### src/rtl/alu_mul_sequencer_if.sv
// Handshake and shared-ALU bus for the shift-add multiplier sequencer.
// The slave side is the sequencer; the master side is the requester plus the ALU.
interface alu_mul_sequencer_if;
  logic        start;
  logic [31:0] op_a;
  logic [31:0] op_b;
  logic        ready;
  logic        done;
  logic [31:0] result;
  logic [31:0] alu_in_1;
  logic [31:0] alu_in_2;
  logic [3:0]  alu_op;
  logic [31:0] alu_result;

  modport slave (
    input  start, op_a, op_b, alu_result,
    output ready, done, result, alu_in_1, alu_in_2, alu_op
  );

  modport master (
    output start, op_a, op_b, alu_result,
    input  ready, done, result, alu_in_1, alu_in_2, alu_op
  );
endinterface

### src/rtl/alu_mul_sequencer.sv
// Shift-add 32x32 multiplier (low 32 bits) that borrows an external ALU
// for every add and shift, one ALU operation per cycle.
module alu_mul_sequencer #(
  parameter int EARLY_EXIT = 1
) (
  input logic                 clk,
  input logic                 reset,
  alu_mul_sequencer_if.slave  bus
);

  localparam logic [2:0] IDLE = 3'd0;
  localparam logic [2:0] ADD  = 3'd1;
  localparam logic [2:0] SHL  = 3'd2;
  localparam logic [2:0] SHR  = 3'd3;
  localparam logic [2:0] DONE = 3'd4;

  localparam logic [3:0] OP_ADD  = 4'b0000;
  localparam logic [3:0] OP_SHL  = 4'b1100;
  localparam logic [3:0] OP_SHR  = 4'b1011;
  localparam logic [3:0] OP_NONE = 4'b1111;

  logic [2:0]  state;
  logic [31:0] acc;
  logic [31:0] mcand;
  logic [31:0] mplier;
  logic [31:0] result;
  logic [4:0]  iter;
  logic        last_iter;

  assign bus.ready  = (state == IDLE);
  assign bus.done   = (state == DONE);
  assign bus.result = result;

  // The shifted-out multiplier is already on alu_result during SHR, so the
  // exit decision uses it directly instead of waiting a cycle for mplier.
  assign last_iter = (iter == 5'd31) ||
                     ((EARLY_EXIT != 0) && (bus.alu_result == 32'd0));

  always_comb begin
    bus.alu_in_1 = 32'd0;
    bus.alu_in_2 = 32'd0;
    bus.alu_op   = OP_NONE;
    case (state)
      ADD: begin
        bus.alu_in_1 = acc;
        bus.alu_in_2 = mplier[0] ? mcand : 32'd0;
        bus.alu_op   = OP_ADD;
      end
      SHL: begin
        bus.alu_in_1 = mcand;
        bus.alu_op   = OP_SHL;
      end
      SHR: begin
        bus.alu_in_1 = mplier;
        bus.alu_in_2 = 32'd1;
        bus.alu_op   = OP_SHR;
      end
      default: ;
    endcase
  end

  always_ff @(posedge clk) begin
    if (reset) begin
      state  <= IDLE;
      acc    <= 32'd0;
      mcand  <= 32'd0;
      mplier <= 32'd0;
      result <= 32'd0;
      iter   <= 5'd0;
    end else begin
      case (state)
        IDLE: begin
          if (bus.start) begin
            acc    <= 32'd0;
            mcand  <= bus.op_a;
            mplier <= bus.op_b;
            iter   <= 5'd0;
            if (bus.op_b == 32'd0) begin
              result <= 32'd0;
              state  <= DONE;
            end else begin
              state  <= ADD;
            end
          end
        end
        ADD: begin
          acc   <= bus.alu_result;
          state <= SHL;
        end
        SHL: begin
          mcand <= bus.alu_result;
          state <= SHR;
        end
        SHR: begin
          mplier <= bus.alu_result;
          iter   <= iter + 5'd1;
          if (last_iter) begin
            result <= acc;
            state  <= DONE;
          end else begin
            state  <= ADD;
          end
        end
        DONE:    state <= IDLE;
        default: state <= IDLE;
      endcase
    end
  end

endmodule

### src/flat_wrapper.sv
// flat-port wrapper written by rule: the top's interface ports become plain ports
module alu_mul_sequencer_flat 
#(
  parameter int EARLY_EXIT = 1
)
  (clk, reset, bus_start, bus_op_a, bus_op_b, bus_alu_result, bus_ready, bus_done, bus_result, bus_alu_in_1, bus_alu_in_2, bus_alu_op);
  alu_mul_sequencer_if bus_i ();
  input logic clk;
  input logic reset;
  input wire logic [$bits(bus_i.start)-1:0] bus_start;
  input wire logic [$bits(bus_i.op_a)-1:0] bus_op_a;
  input wire logic [$bits(bus_i.op_b)-1:0] bus_op_b;
  input wire logic [$bits(bus_i.alu_result)-1:0] bus_alu_result;
  output wire logic [$bits(bus_i.ready)-1:0] bus_ready;
  output wire logic [$bits(bus_i.done)-1:0] bus_done;
  output wire logic [$bits(bus_i.result)-1:0] bus_result;
  output wire logic [$bits(bus_i.alu_in_1)-1:0] bus_alu_in_1;
  output wire logic [$bits(bus_i.alu_in_2)-1:0] bus_alu_in_2;
  output wire logic [$bits(bus_i.alu_op)-1:0] bus_alu_op;
  assign bus_i.start = bus_start;
  assign bus_i.op_a = bus_op_a;
  assign bus_i.op_b = bus_op_b;
  assign bus_i.alu_result = bus_alu_result;
  assign bus_ready = bus_i.ready;
  assign bus_done = bus_i.done;
  assign bus_result = bus_i.result;
  assign bus_alu_in_1 = bus_i.alu_in_1;
  assign bus_alu_in_2 = bus_i.alu_in_2;
  assign bus_alu_op = bus_i.alu_op;
  alu_mul_sequencer #(.EARLY_EXIT(EARLY_EXIT)) u_core (.clk(clk), .reset(reset), .bus(bus_i));
endmodule
### config.mk
export PLATFORM = sky130hd
export DESIGN_NAME = alu_mul_sequencer_flat
export DESIGN_NICKNAME = d
export VERILOG_FILES = /design/src/rtl/alu_mul_sequencer_if.sv /design/src/rtl/alu_mul_sequencer.sv /design/src/flat_wrapper.sv
export SDC_FILE = /design/constraint.sdc
export NUM_CORES = 1
export LEC_CHECK = 0
export BUFFER_PORTS_ARGS = -buffer_cell sky130_fd_sc_hd__buf_2
export CAP_MARGIN = 10
export CORE_UTILIZATION = 30
export DETAILED_ROUTE_END_ITERATION = 6
export PLACE_DENSITY = 0.6
export REMOVE_ABC_BUFFERS = 1
export SETUP_SLACK_MARGIN = 0.4
export SKIP_LAST_GASP = 1
export SLEW_MARGIN = 0
export SYNTH_ARGS = -nofsm -noshare
export SYNTH_HDL_FRONTEND = slang
export SYNTH_SLANG_ARGS = --single-unit
export TNS_END_PERCENT = 1
### constraint.sdc
create_clock -name clk -period 2.2 [get_ports clk]
set_clock_uncertainty 0.05 [all_clocks]
set_input_delay 0.11 -clock clk [delete_from_list [all_inputs] [get_ports clk]]
set_output_delay 0.11 -clock clk [all_outputs]
set_load 0.05 [all_outputs]
### After elaboration in Yosys (flattened, before gate mapping)

Cells that the tools add are included.

* bits in registers: 136
* output and inout port bits: 102

* reductions and logical operators: 11
* eq/ne operators: 8
* mux-type cells: 20
* add/sub/neg operators: 1

Operators by type and width (count)
* $pmux 32 s2: 5
* $mux 32: 7
* $pmux 32 s3: 1
* $logic_not 32->1: 2
* $pmux 3 s4: 1
* $pmux 4 s3: 1
* $pmux 5 s2: 1
* $mux 3: 3
* $eq 3x2->1 const B: 2
* $reduce_and 2->1: 3
* $reduce_bool 2->1: 3
* $add 5x1->5 const B: 1
* $eq 5x5->1 const B: 1
* $mux 5: 1
* $ne 2x1->1 const B: 2
* $reduce_and 4->1: 1
* $eq 3x1->1 const B: 1
* $eq 3x3->1 const B: 1
* $logic_not 3->1: 1
* $ne 2x2->1 const B: 1
* $logic_or 1x1->1: 1

### Longest topological paths before layout

Gate-level depths: netlist (run 1).

* word-level depth: 4
* depth in mapped cells: 8
* gate-level depth less buffers: 7

### Least setup slack after synthesis (run 1)

Ideal clock, no wire load.

* path kind: reg2reg
* start: register u_core.state[2]
* end: register u_core.acc[25]
* clock period less this slack: 2.239 ns
* slack: -0.039 ns
* stages on the path, launching flop included: 7
* path buffers: 1
* arrival: 2.119 ns
* data required time: 2.080 ns
* cells stage by stage: dfxtp_1 nand2b_1 nor2_1 inv_1 clkbuf_1 nand3_1 a21oi_1

* longest elaborated chain between the ends: 3

Ends and longest elaborated chain
* from (decl): line alu_mul_sequencer.sv:22 `logic [2:0] state;`
* from (signal assigned): line alu_mul_sequencer.sv:64 `state <= IDLE;`
* from (signal assigned): line alu_mul_sequencer.sv:80 `state <= DONE;`
* from (signal assigned): line alu_mul_sequencer.sv:82 `state <= ADD;`
* $eq 3x1->1 or $logic_not 3->1 (tied branches): line alu_mul_sequencer.sv:71 `case (state)`
* $reduce_bool 2->1 (no line) or $ne 2x2->1 (tied branches)
* $reduce_and 2->1 (no line)
* to (signal assigned): line alu_mul_sequencer.sv:87 `acc <= bus.alu_result;`
* to (decl): line alu_mul_sequencer.sv:23 `logic [31:0] acc;`

Several ways; a longest one is shown, not always the timed one.
A chain may end at the register's enable or synchronous reset.

### Worst setup path in the final report (run 1)

* start: register u_core.state[1]
* end: output bus_alu_in_1[1]

* longest elaborated chain between the ends: 2

Ends and longest elaborated chain
* $eq 3x2->1 or $eq 3x1->1 (tied branches): line alu_mul_sequencer.sv:43 `case (state)`
* $pmux 32 s3 *: line alu_mul_sequencer.sv:43
* to (decl): line flat_wrapper.sv:17 `output wire logic [$bits(bus_i.alu_in_1)-1:0] bus_alu_in_1;`

Mark *: on every way between the ends. The rest lies on a longest branch, timed or not.

==> key figures, run 1 <==
Run status
  – Run status: completed

CTS
  – Clk pin slew, worst setup/hold paths: about 0.060 ns
  – Worst-skew pair later-pin latency: 0.42 ns
  – H-tree depth: 4
  – Clk sinks: 136
  – CTS Buf Count: 17
  – Root buf cell: clkbuf_16
  – CTS tree: done
  – Clock Tree Buf Depth: 2

Drt
  – Per-cell routed wire length: 19.7 um
  – DRT antenna net count: 0
  – Router iterations before antenna repair: 5
  – Post-route DRC: 0
  – Via count: 7988
  – Via density: 5.50
  – Total wire length: 28.7 mm
  – 1st-iter DRT viols: 564

Synthesis
  – Post-Syn Area per Cell: 7.69 um2
  – Mapped cell area: around 0.0067 mm2
  – EDFF count, synth: 0
  – Synth top cells by count: 163 x nand2_1, 136 x dfxtp_1, 108 x nor2_1
  – Asr flop ratio synth: 0%
  – Number of distinct library cells after synthesis: 33
  – Yosys Warn Count: 0
  – Post-synthesis sequential area ratio: 40.6%
  – Largest area contributor in the netlist: dfxtp_1
  – Most common cell in the netlist: nand2_1
  – Synth top area share: 40.6%
  – Cell count after synthesis: 872
  – Ys flop type: dfxtp_1
  – Synth area leaders: dfxtp_1 41%, nand2_1 9.1%, a311oi_1 8.4%
  – Post-synthesis register bit count: 136

Timing
  – Setup TNS: 0 ns
  – Hold Vio Cnt, Final: 0
  – Worst Tran Pin Value: roughly 0.63 ns
  – Final Max Tran Viols: 0
  – Final setup fails: 0
  – RSZ-0062 raised after global routing: true
  – Hold WS: around 0.012 ns
  – Final Critical Period: slightly above 2 ns
  – Slew margin rel.: 57.8%
  – Fin crit share: a little over 90%
  – FMAX: around 490 MHz

Global route
  – Global route overflow: 0
  – Initial antenna violation count: 0
  – Vias in the first global route: 7670
  – First-pass GRT wire length: 42.8 mm
  – Largest net degree at the start of global routing: between 50 and 60
  – GR Util All Layers: 24.9%

Floorplanning
  – Die H: 152 um
  – Starting Density: 30.6%
  – Top Ports: roughly 200
  – Core ar.: 0.0219 mm2
  – Die area: 0.0230 mm2
  – Die W: 152 um
  – Row count: 54

Critical path
  – CP endpoint kind: primary output
  – Type of the worst setup path: reg -> out
  – Crit path launch type: flip-flop
  – CP Data Arrival Time: ~1.9 ns
  – Worst-path fanout max: 6
  – Critical path required time: 2.04 ns

Layout
  – Nets@finish: 1264
  – Diode count: 0
  – FILL cells: 2162
  – Share of cells above drive strength 1: 31.1%
  – P&R area growth vs syn: 57.1%
  – Finished Layout Cells: 1453

Placement
  – Port-buffer cells: 200
  – Hpwl dp: 17.2 mm
  – Placed cells: roughly 1300
  – RePlAce Congestion: 0.789

Flow run
  – Max_cap viols: 0

Pwr
  – VDD IR max: 0.543 mV
  – Leak: around 4.4 nW
  – PD cells: 791 mW/mm2

Worst hold path
  – HP Class: in -> reg
==> final cells by class <==
cell class / count / area (um2) / share of cell area [%]
Timing Repair Buffer: 362 / 3140 / 29.8
Inverter: 3 / 18.8 / 0.178
Clock inverter: 9 / 78.8 / 0.748
Sequential cell: 136 / 2730 / 25.9
Multi-Input combinational cell: 643 / 3760 / 35.7
Tap cell: 280 / 350 / 3.33
Clock buffer: 20 / 457 / 4.33
==> cells by family (layout without fill, tap and decap cells) <==
logic type	Yosys count	in the layout	synth area share [%]
buf+inv	94	394	5.84
fa+ha+maj	2	2	0.373
simple gates	402	403	26.3
mux	32	32	5.37
flops	136	136	40.6
compound gates	206	206	21.5
==> path summary, 6_finish.rpt <==
| path | from | endpoint | slack, ns | depth (start not counted) |
|---|---|---|---|---|
| min | bus_alu_result[1] | u_core.mcand[1] | 0.01 | 3 |
| max | u_core.state[1] | bus_alu_in_1[1] | 0.16 | 7 |
| max reg2reg | u_core.state[1] | u_core.mcand[2] | 0.18 | 6 |
| min reg2reg | u_core.bus.result[20] | u_core.bus.result[20] | 0.42 | 2 |
==> worst max-delay path: stages, from the launching register on <==
cell        delay (ns)
dfxtp_4           0.43
clkinvlp_4        0.17
nor2_4            0.16
buf_6             0.16
buf_8             0.14
a22oi_2           0.10
nor2_4            0.16
buf_12            0.15
==> metal layers <==
layer	vias to the layer above	GRT usage, %	part of all wire, %
met1	3845	32.5	43
met5	-	0	0
met3	47	5.21	7.6
met4	0	8.66	2.1
li1	3738	-	-
met2	358	40.4	47
==> placed cells by master (no fill, tap or decap), drive strengths merged, types with 2 or more instances in the layout <==
cell type / count
and3: 33
nand4: 4
nor2: 110
or3: 2
clkinvlp: 4
clkinv: 6
ha: 2
o31ai: 32
nand2: 163
mux2: 32
a311oi: 64
clkbuf: 21
dlygate4sd3: 97
buf: 263
nor4: 16
nand3: 66
a21oi: 71
dfxtp: 136
a22oi: 33
nor3: 3
o21ai: 3
==> repair_timing <==
action                                  CTS  global route
pin swaps                                 3            13
hold buffers                             97             0
hold endpoints to repair                 96             0
cloned                                    6             1
resized for setup                       122            44
setup buffers                            12             1
endpoints found under the setup margin  151           181
==> per-stage QoR <==
| stage | instance area [um2] | setup slack [ns] | total power [mW] | utilization, % |
|---|---|---|---|---|
| global placement | 8200 | 0.104 | 5.04 | 37.4 |
| floorplan | 6330 | -2.89 | 4.12 | - |
| finish | 10500 | 0.158 | 8.33 | 48.1 |
| global route | 10500 | 0.0926 | 8.67 | 48.1 |
| detailed placement | 8200 | 0.0745 | 5.06 | 37.4 |
| CTS | 10300 | 0.190 | 8.22 | 47.2 |
==> registers in the layout, indices dropped and copies added (netlist names) <==
signal             count
u_core.bus.result     32
u_core.mplier         32
u_core.acc            32
u_core.state           3
u_core.mcand          32
u_core.iter            5
==> where the power goes <==
group	internal (mW)	switching (mW)
sequential	2.72	0.197
combinational	1.10	1.65
clock	1.58	1.08
Power figures use the tool's default switching activity.
==> run 2, diff against run 1 <==
==> constraint.sdc (replaced) <==
create_clock -name clk -period 2.1 [get_ports clk]
set_clock_uncertainty 0.05 [all_clocks]
set_input_delay 0.105 -clock clk [delete_from_list [all_inputs] [get_ports clk]]
set_output_delay 0.105 -clock clk [all_outputs]
set_load 0.05 [all_outputs]
==> run 2 against run 1 <==
- first-iteration DRC count grew 0.89%
- die area is the same
- critical path depth is the same
- clock power grew 36%
- utilization shrank 0.39 points
- hold slack gained 0.073 ns
- final area shrank 0.82%
- combinational power is essentially flat
- critical endpoint is now bus_alu_in_1[19]
- critical path type unchanged
==> key figures, run 2 (synthesized netlist as in run 1, its figures left out) <==
Timing
  – Slew margin rel.: 47.5% (was 57.8%)
  – Final Critical Period: 2.00 ns
  – FMAX: 500 MHz
  – Fin crit share: about 95%
  – Hold Vio Cnt, Final: 0 (unchanged)
  – Worst Tran Pin Value: 0.788 ns (was 0.634 ns)
  – Final setup fails: 0 (unchanged)
  – Setup TNS: 0 ns (unchanged)
  – Setup ws final: 0.101 ns (was 0.158 ns)
  – RSZ-0062 raised after global routing: true (unchanged)
  – Final Max Tran Viols: 0 (unchanged)

Drt
  – Via count: 7925 (was 7988)
  – 1st-iter DRT viols: 569 (was 564)
  – Per-cell routed wire length: 19.3 um (was 19.7 um)
  – DRT antenna net count: 0 (unchanged)
  – Post-route DRC: 0 (unchanged)
  – Router iterations before antenna repair: 6 (was 5)
  – Total wire length: 28.1 mm (was 28.7 mm)
  – Via density: 5.45 (was 5.50)

CTS
  – Root buf cell: clkbuf_16 (unchanged)
  – H-tree depth: 4 (unchanged)
  – Clk sinks: 136 (unchanged)
  – Worst-skew pair later-pin latency: 0.43 ns (was 0.42 ns)
  – CTS tree: done (unchanged)
  – Clock Tree Buf Depth: 2 (unchanged)
  – Clk pin slew, worst setup/hold paths: 0.06 ns (about the same)
  – CTS Buf Count: 17 (unchanged)

Layout
  – Final Util: 47.7% (was 48.1%)
  – Most common cell after layout, fill and taps aside: nand2_1 (unchanged)
  – Share of cells above drive strength 1: 30.4% (was 31.1%)
  – Nets@finish: 1263 (was 1264)
  – Commonest cells after routing, fill and taps aside: 162 x nand2_1, 145 x buf_2, 132 x dfxtp_1, 100 x nor2_1, 96 x dlygate4sd3_1 (was 162 x nand2_1, 133 x buf_2, 133 x dfxtp_1, 97 x dlygate4sd3_1, 96 x nor2_1)
  – Diode count: 0 (unchanged)
  – Design Area, Final: 0.0105 mm2 (about the same)
  – P&R area growth vs syn: 55.8% (was 57.1%)

Critical path
  – Worst Path Buf+Inv: 4 (unchanged)
  – Max incr delay on CP: 0.41 ns (was 0.43 ns)
  – CP delay by family, top: buffers and inverters (unchanged)
  – Critical Path, Cell by Cell: clkinvlp_4 > nor2_4 > buf_8 > buf_16 > a22oi_2 > nor2_1 > buf_6 (was clkinvlp_4 > nor2_4 > buf_6 > buf_8 > a22oi_2 > nor2_4 > buf_12)
  – Critical path required time: 1.95 ns (was 2.04 ns)
  – CP endpoint kind: primary output (unchanged)
  – Crit path launch type: flip-flop (unchanged)
  – Worst-path fanout max: 5 (was 6)
  – Slowest CP cell: dfxtp_4 (unchanged)
  – CP Data Arrival Time: 1.84 ns (was 1.88 ns)
  – Type of the worst setup path: reg -> out (unchanged)

Floorplanning
  – Die W: 152 um (unchanged)
  – Core ar.: 0.0219 mm2 (unchanged)
  – Top Ports: 201 (unchanged)
  – Row count: 54 (unchanged)
  – Die H: 152 um (unchanged)
  – Starting Density: 30.6% (unchanged)
  – Die area: 0.0230 mm2 (unchanged)

Pwr
  – VDD IR max: 0.542 mV (was 0.543 mV)
  – Clock share of power: 38.3% (was 32.0%)
  – Switching pwr: 3.08 mW (was 2.93 mW)
  – Logic pwr share: 29.3% (was 33.0%)
  – P_int: 6.34 mW (was 5.41 mW)
  – Leak: 4.42 nW (was 4.37 nW)
  – Reg power frac: 32.4% (was 35.1%)
  – Switching Fraction: 32.7% (was 35.1%)
  – PD cells: 901 mW/mm2 (was 791 mW/mm2)

Global route
  – Vias in the first global route: 7393 (was 7670)
  – Largest net degree at the start of global routing: 62 (was 55)
  – Global route overflow: 0 (unchanged)
  – First-pass GRT wire length: 42.1 mm (was 42.8 mm)
  – GR Util All Layers: 24.3% (was 24.9%)
  – Initial antenna violation count: 0 (unchanged)

Placement
  – RePlAce Congestion: 0.804 (was 0.789)
  – Dpl cell area: 0.00836 mm2 (was 0.00820 mm2)
  – Setup WS pre-CTS: -0.181 ns (was 0.0745 ns)
  – Port-buffer cells: 200 (unchanged)
  – Hpwl dp: 17.6 mm (was 17.2 mm)

Flow run
  – Max_cap viols: 0 (unchanged)

Worst hold path
  – HP Class: in -> reg (unchanged)

Run status
  – Run status: completed (unchanged)
==> run 2: cell count changes in the layout (fill, tap and decap cells not counted), sizes merged, moves of 2 or more <==
| cell | before | now |
|---|---|---|
| clkinvlp | 4 | 2 |
| clkbuf | 21 | 24 |
| clkinv | 6 | 3 |
| buf | 263 | 260 |
| inv | 1 | 3 |
| bufinv | 1 | 7 |
==> run 2: per-stage QoR <==
stage	power [mW]	hold slack [ns]	cells
5_1_grt	9.76	0.112	1454
3_3_place_gp	5.41	0.323	1317
2_1_floorplan	4.32	0.124	781
6_report	9.42	0.0858	1454
4_1_cts	9.36	0.0757	1453
3_5_place_dp	5.43	0.325	1317
==> run 2: path summary, 6_finish.rpt <==
kind / start / depth (start not counted) / to / slack, ns
setup / recovery: u_core.state[1] / 7 / bus_alu_in_1[19] / 0.10
hold / removal: bus_start / 4 / u_core.state[0] / 0.09
setup reg to reg: u_core.state[1] / 5 / u_core.mcand[7] / 0.18
hold reg to reg: u_core.bus.result[10] / 2 / u_core.bus.result[10] / 0.42
==> run 2: power groups by stage <==
stage	Sequential (mW)	Combinational [mW]	Clock, mW
floorplan	3.09	1.23	0
global placement	3.09	2.33	0
detailed placement	3.09	2.34	0
CTS	3.04	2.68	3.63
global route	3.09	2.94	3.74
finish	3.06	2.76	3.61
==> run 2: cell type report <==
class | count | area (um2)
multi-input cells | 642 | 3690
inverters | 3 | 15.0
well taps | 280 | 350
clock buffers | 19 | 453
clock inverters | 12 | 245
flip-flops and latches | 136 | 2730
fillers | 2150 | 11400
repair buffers | 362 | 2960
==> run 2: worst register-to-register path, delay by kind of cell (launching register included) <==
kind,cells,cell delay (ns)
AOI/OAI and AO/OA,1,0.30
buffers and inverters,3,0.60
DFF,1,0.41
and+or+nand+nor,1,0.46
==> run 2: routing by layer <==
layer / part of all wire [%] / global-route usage, % / vias to the layer above
met5: 0 / 0 / -
met3: 8.1 / 5.21 / 46
met4: 2.3 / 8.71 / 0
met2: 47 / 38.6 / 362
met1: 43 / 32.4 / 3777
li1: - / - / 3740
==> run 2: what timing repair did <==
| action | in CTS | in global routing |
|---|---|---|
| endpoints found under the setup margin | 171 | 202 |
| endpoints found under the hold margin | 96 | 0 |
| gates resized for setup | 74 | 20 |
| setup buffers | 6 | 0 |
| hold buffers | 96 | 0 |
| gates cloned | 3 | 1 |
| pin swaps | 4 | 5 |
==> run 3, diff against run 2 <==
--- a/config.mk
+++ b/config.mk
@@ -10,7 +10,6 @@
 export CORE_UTILIZATION = 30
 export DETAILED_ROUTE_END_ITERATION = 6
 export PLACE_DENSITY = 0.6
-export REMOVE_ABC_BUFFERS = 1
 export SETUP_SLACK_MARGIN = 0.4
 export SKIP_LAST_GASP = 1
 export SLEW_MARGIN = 0
==> run 3 against run 2 <==
- clock power decreased by 17%
- sequential share of layout area about the same
- wire length increased by 0.75%
- first-iteration DRC count increased by 47%
- non-clock buffer count decreased by 15
- register-to-register slack about the same
- cell count decreased by 0.96%
- via count increased by 0.66%
- setup slack got worse by 0.013 ns
- fmax decreased by 0.63%
- power decreased by 6.3%
- sequential power increased by 2%
- highest routed layer unchanged
==> key figures, run 3 (synthesized netlist as in run 1, its figures left out) <==
Timing
  – Hold Vio Cnt, Final: 0 (unchanged)
  – Final Max Tran Viols: 0 (unchanged)
  – Final setup fails: 0 (unchanged)
  – FMAX: 497 MHz (was 500 MHz)
  – RSZ-0062 raised after global routing: true (unchanged)
  – Setup TNS: 0 ns (unchanged)
  – Final Critical Period: 2.01 ns (was 2.00 ns)
  – Setup ws final: 0.0880 ns (was 0.101 ns)
  – Fin crit share: 95.8% (was 95.2%)
  – Slew margin rel.: 58.0% (was 47.5%)
  – Worst Tran Pin Value: 0.630 ns (was 0.788 ns)

CTS
  – CTS tree: done (unchanged)
  – CTS Buf Count: 17 (unchanged)
  – Clk sinks: 136 (unchanged)
  – Clk pin slew, worst setup/hold paths: 0.06 ns (about the same)
  – H-tree depth: 4 (unchanged)
  – Worst-skew pair later-pin latency: 0.43 ns (about the same)
  – Clock Tree Buf Depth: 2 (unchanged)
  – Root buf cell: clkbuf_16 (unchanged)

Layout
  – Diode count: 0 (unchanged)
  – FILL cells: 2141 (was 2150)
  – P&R area growth vs syn: 55.5% (was 55.8%)
  – Share of cells above drive strength 1: 31.2% (was 30.4%)
  – Nets@finish: 1248 (was 1263)
  – Most common cell after layout, fill and taps aside: nand2_1 (unchanged)
  – Commonest cells after routing, fill and taps aside: 162 x nand2_1, 135 x buf_2, 134 x dfxtp_1, 97 x nor2_1, 97 x dlygate4sd3_1 (was 162 x nand2_1, 145 x buf_2, 132 x dfxtp_1, 100 x nor2_1, 96 x dlygate4sd3_1)

Critical path
  – Worst-path fanout max: 7 (was 5)
  – CP Data Arrival Time: 1.86 ns (was 1.84 ns)
  – FF-to-FF path depth: 6 (was 5)
  – CP endpoint kind: primary output (unchanged)
  – Critical path required time: 1.95 ns (about the same)
  – Crit path launch type: flip-flop (unchanged)
  – Worst r2r dst: u_core.mplier[0] (was u_core.mcand[7])
  – FF-to-FF Start: u_core.state[1] (unchanged)
  – R2r setup slk: 0.18 ns (about the same)
  – Type of the worst setup path: reg -> out (unchanged)

Worst hold path
  – Hold_sp: bus_alu_result[6] (was bus_start)
  – Hold Path Depth: 4 (unchanged)
  – HP Class: in -> reg (unchanged)
  – Worst-case hold path end point: u_core.acc[6] (was u_core.state[0])

Flow run
  – Max_cap viols: 0 (unchanged)

Floorplanning
  – Die H: 152 um (unchanged)
  – Die area: 0.0230 mm2 (unchanged)
  – Core ar.: 0.0219 mm2 (unchanged)
  – Row count: 54 (unchanged)
  – Die W: 152 um (unchanged)
  – Top Ports: 201 (unchanged)
  – Starting Density: 30.6% (unchanged)

Global route
  – GR Util All Layers: 24.1% (was 24.3%)
  – Largest net degree at the start of global routing: 54 (was 62)
  – First-pass GRT wire length: 42.3 mm (was 42.1 mm)
  – Vias in the first global route: 7331 (was 7393)
  – Initial antenna violation count: 0 (unchanged)
  – Global route overflow: 0 (unchanged)

Placement
  – Hpwl dp: 18.3 mm (was 17.6 mm)
  – Setup WS pre-CTS: 0.0869 ns (was -0.181 ns)
  – Port-buffer cells: 200 (unchanged)
  – RePlAce Congestion: 0.873 (was 0.804)

Pwr
  – VDD IR max: 0.693 mV (was 0.542 mV)
  – Overall power: 8.82 mW (was 9.42 mW)
  – PD cells: 846 mW/mm2 (was 901 mW/mm2)
  – Leak: 4.30 nW (was 4.42 nW)

Synthesis
  – Mapped Nets: 973

Drt
  – Via count: 7977 (was 7925)
  – Total wire length: 28.3 mm (was 28.1 mm)
  – Via density: 5.54 (was 5.45)
  – Post-route DRC: 0 (unchanged)
  – DRT antenna net count: 0 (unchanged)
  – 1st-iter DRT viols: 837 (was 569)
  – Router iterations before antenna repair: 5 (was 6)
  – Per-cell routed wire length: 19.7 um (was 19.3 um)

Run status
  – Run status: completed (unchanged)
## run 3: cell count changes in the layout (fill, tap and decap cells not counted), moves of 10 or more
cell / previous run / this run
a22oi_2: 5 / 24
buf_4: 80 / 58
buf_6: 13 / 32
mux2_2: 32 / 19
a22oi_1: 28 / 9
buf_2: 145 / 135
mux2_4: 0 / 13
## run 3: per-stage QoR
| stage | std cells | util [%] | cell area [um2] | hold slack (ns) |
|---|---|---|---|---|
| after CTS | 1428 | 45.2 | 9890 | 0.0212 |
| after floorplan | 872 | - | 6720 | 0.191 |
| after detailed placement | 1298 | 37.2 | 8140 | 0.327 |
| final | 1440 | 47.6 | 10400 | 0.0368 |
| after global placement | 1298 | 37.2 | 8140 | 0.327 |
| after global routing | 1440 | 47.6 | 10400 | 0.0438 |
## run 3: what timing repair did
item / in CTS / in global routing
gates cloned: 1 / 6
hold buffers: 97 / 0
resized for setup: 58 / 121
buffers inserted: 0 / 6
setup endpoints to repair: 169 / 172
pin swaps: 0 / 12
hold endpoints to repair: 93 / 0
## run 3: power by group
part / switching, mW / internal [mW] / leakage (nW)
Combinational: 1.64 / 1.07 / 2.91
Sequential: 0.256 / 2.85 / 1.11
Clock: 1.22 / 1.78 / 0.279
Total: 3.12 / 5.71 / 4.30
## run 3: area by class of cell
| type | instances | area, um2 | share of cell area (%) |
|---|---|---|---|
| clock buffers | 18 | 439 | 4.21 |
| clock inverters | 14 | 149 | 1.43 |
| flip-flops and latches | 136 | 2730 | 26.2 |
| multi-input cells | 642 | 3830 | 36.7 |
| well taps | 280 | 350 | 3.36 |
| inverters | 3 | 13.8 | 0.132 |
| repair buffers | 347 | 2920 | 28.0 |
## run 3: how the worst max path moves through the flow
| stage | depth (start not counted) | slack, ns | endpoint | startpoint |
|---|---|---|---|---|
| after CTS | 5 | 0.09 | bus_alu_in_1[20] | u_core.state[1] |
| final | 5 | 0.09 | bus_alu_in_1[5] | u_core.state[1] |
| after detailed placement | 7 | 0.09 | u_core.bus.result[15] | bus_alu_result[25] |
| after global routing | 5 | 0.04 | bus_alu_in_1[4] | u_core.state[1] |
| after global placement | 7 | 0.12 | u_core.bus.result[20] | bus_alu_result[25] |
| after floorplan | 5 | 0.1 | bus_alu_in_1[0] | u_core.state[0] |
## run 3: critical path, cell delays in order (launching register included)
cell and delay (ns):
dfxtp_4 0.46, clkbuf_16 0.21, mux2_4 0.32, a22oi_1 0.19
nor2_1 0.08, buf_6 0.15
## run 3: layer usage
layer	global-route usage (%)	up-vias	share of wire (%)	wire, um
met1	35.9	3789	46	13100
li1	-	3702	-	-
met2	33.8	435	42	12000
met4	8.02	0	2.3	647
met3	5.39	51	8.9	2520
met5	0	-	0	0
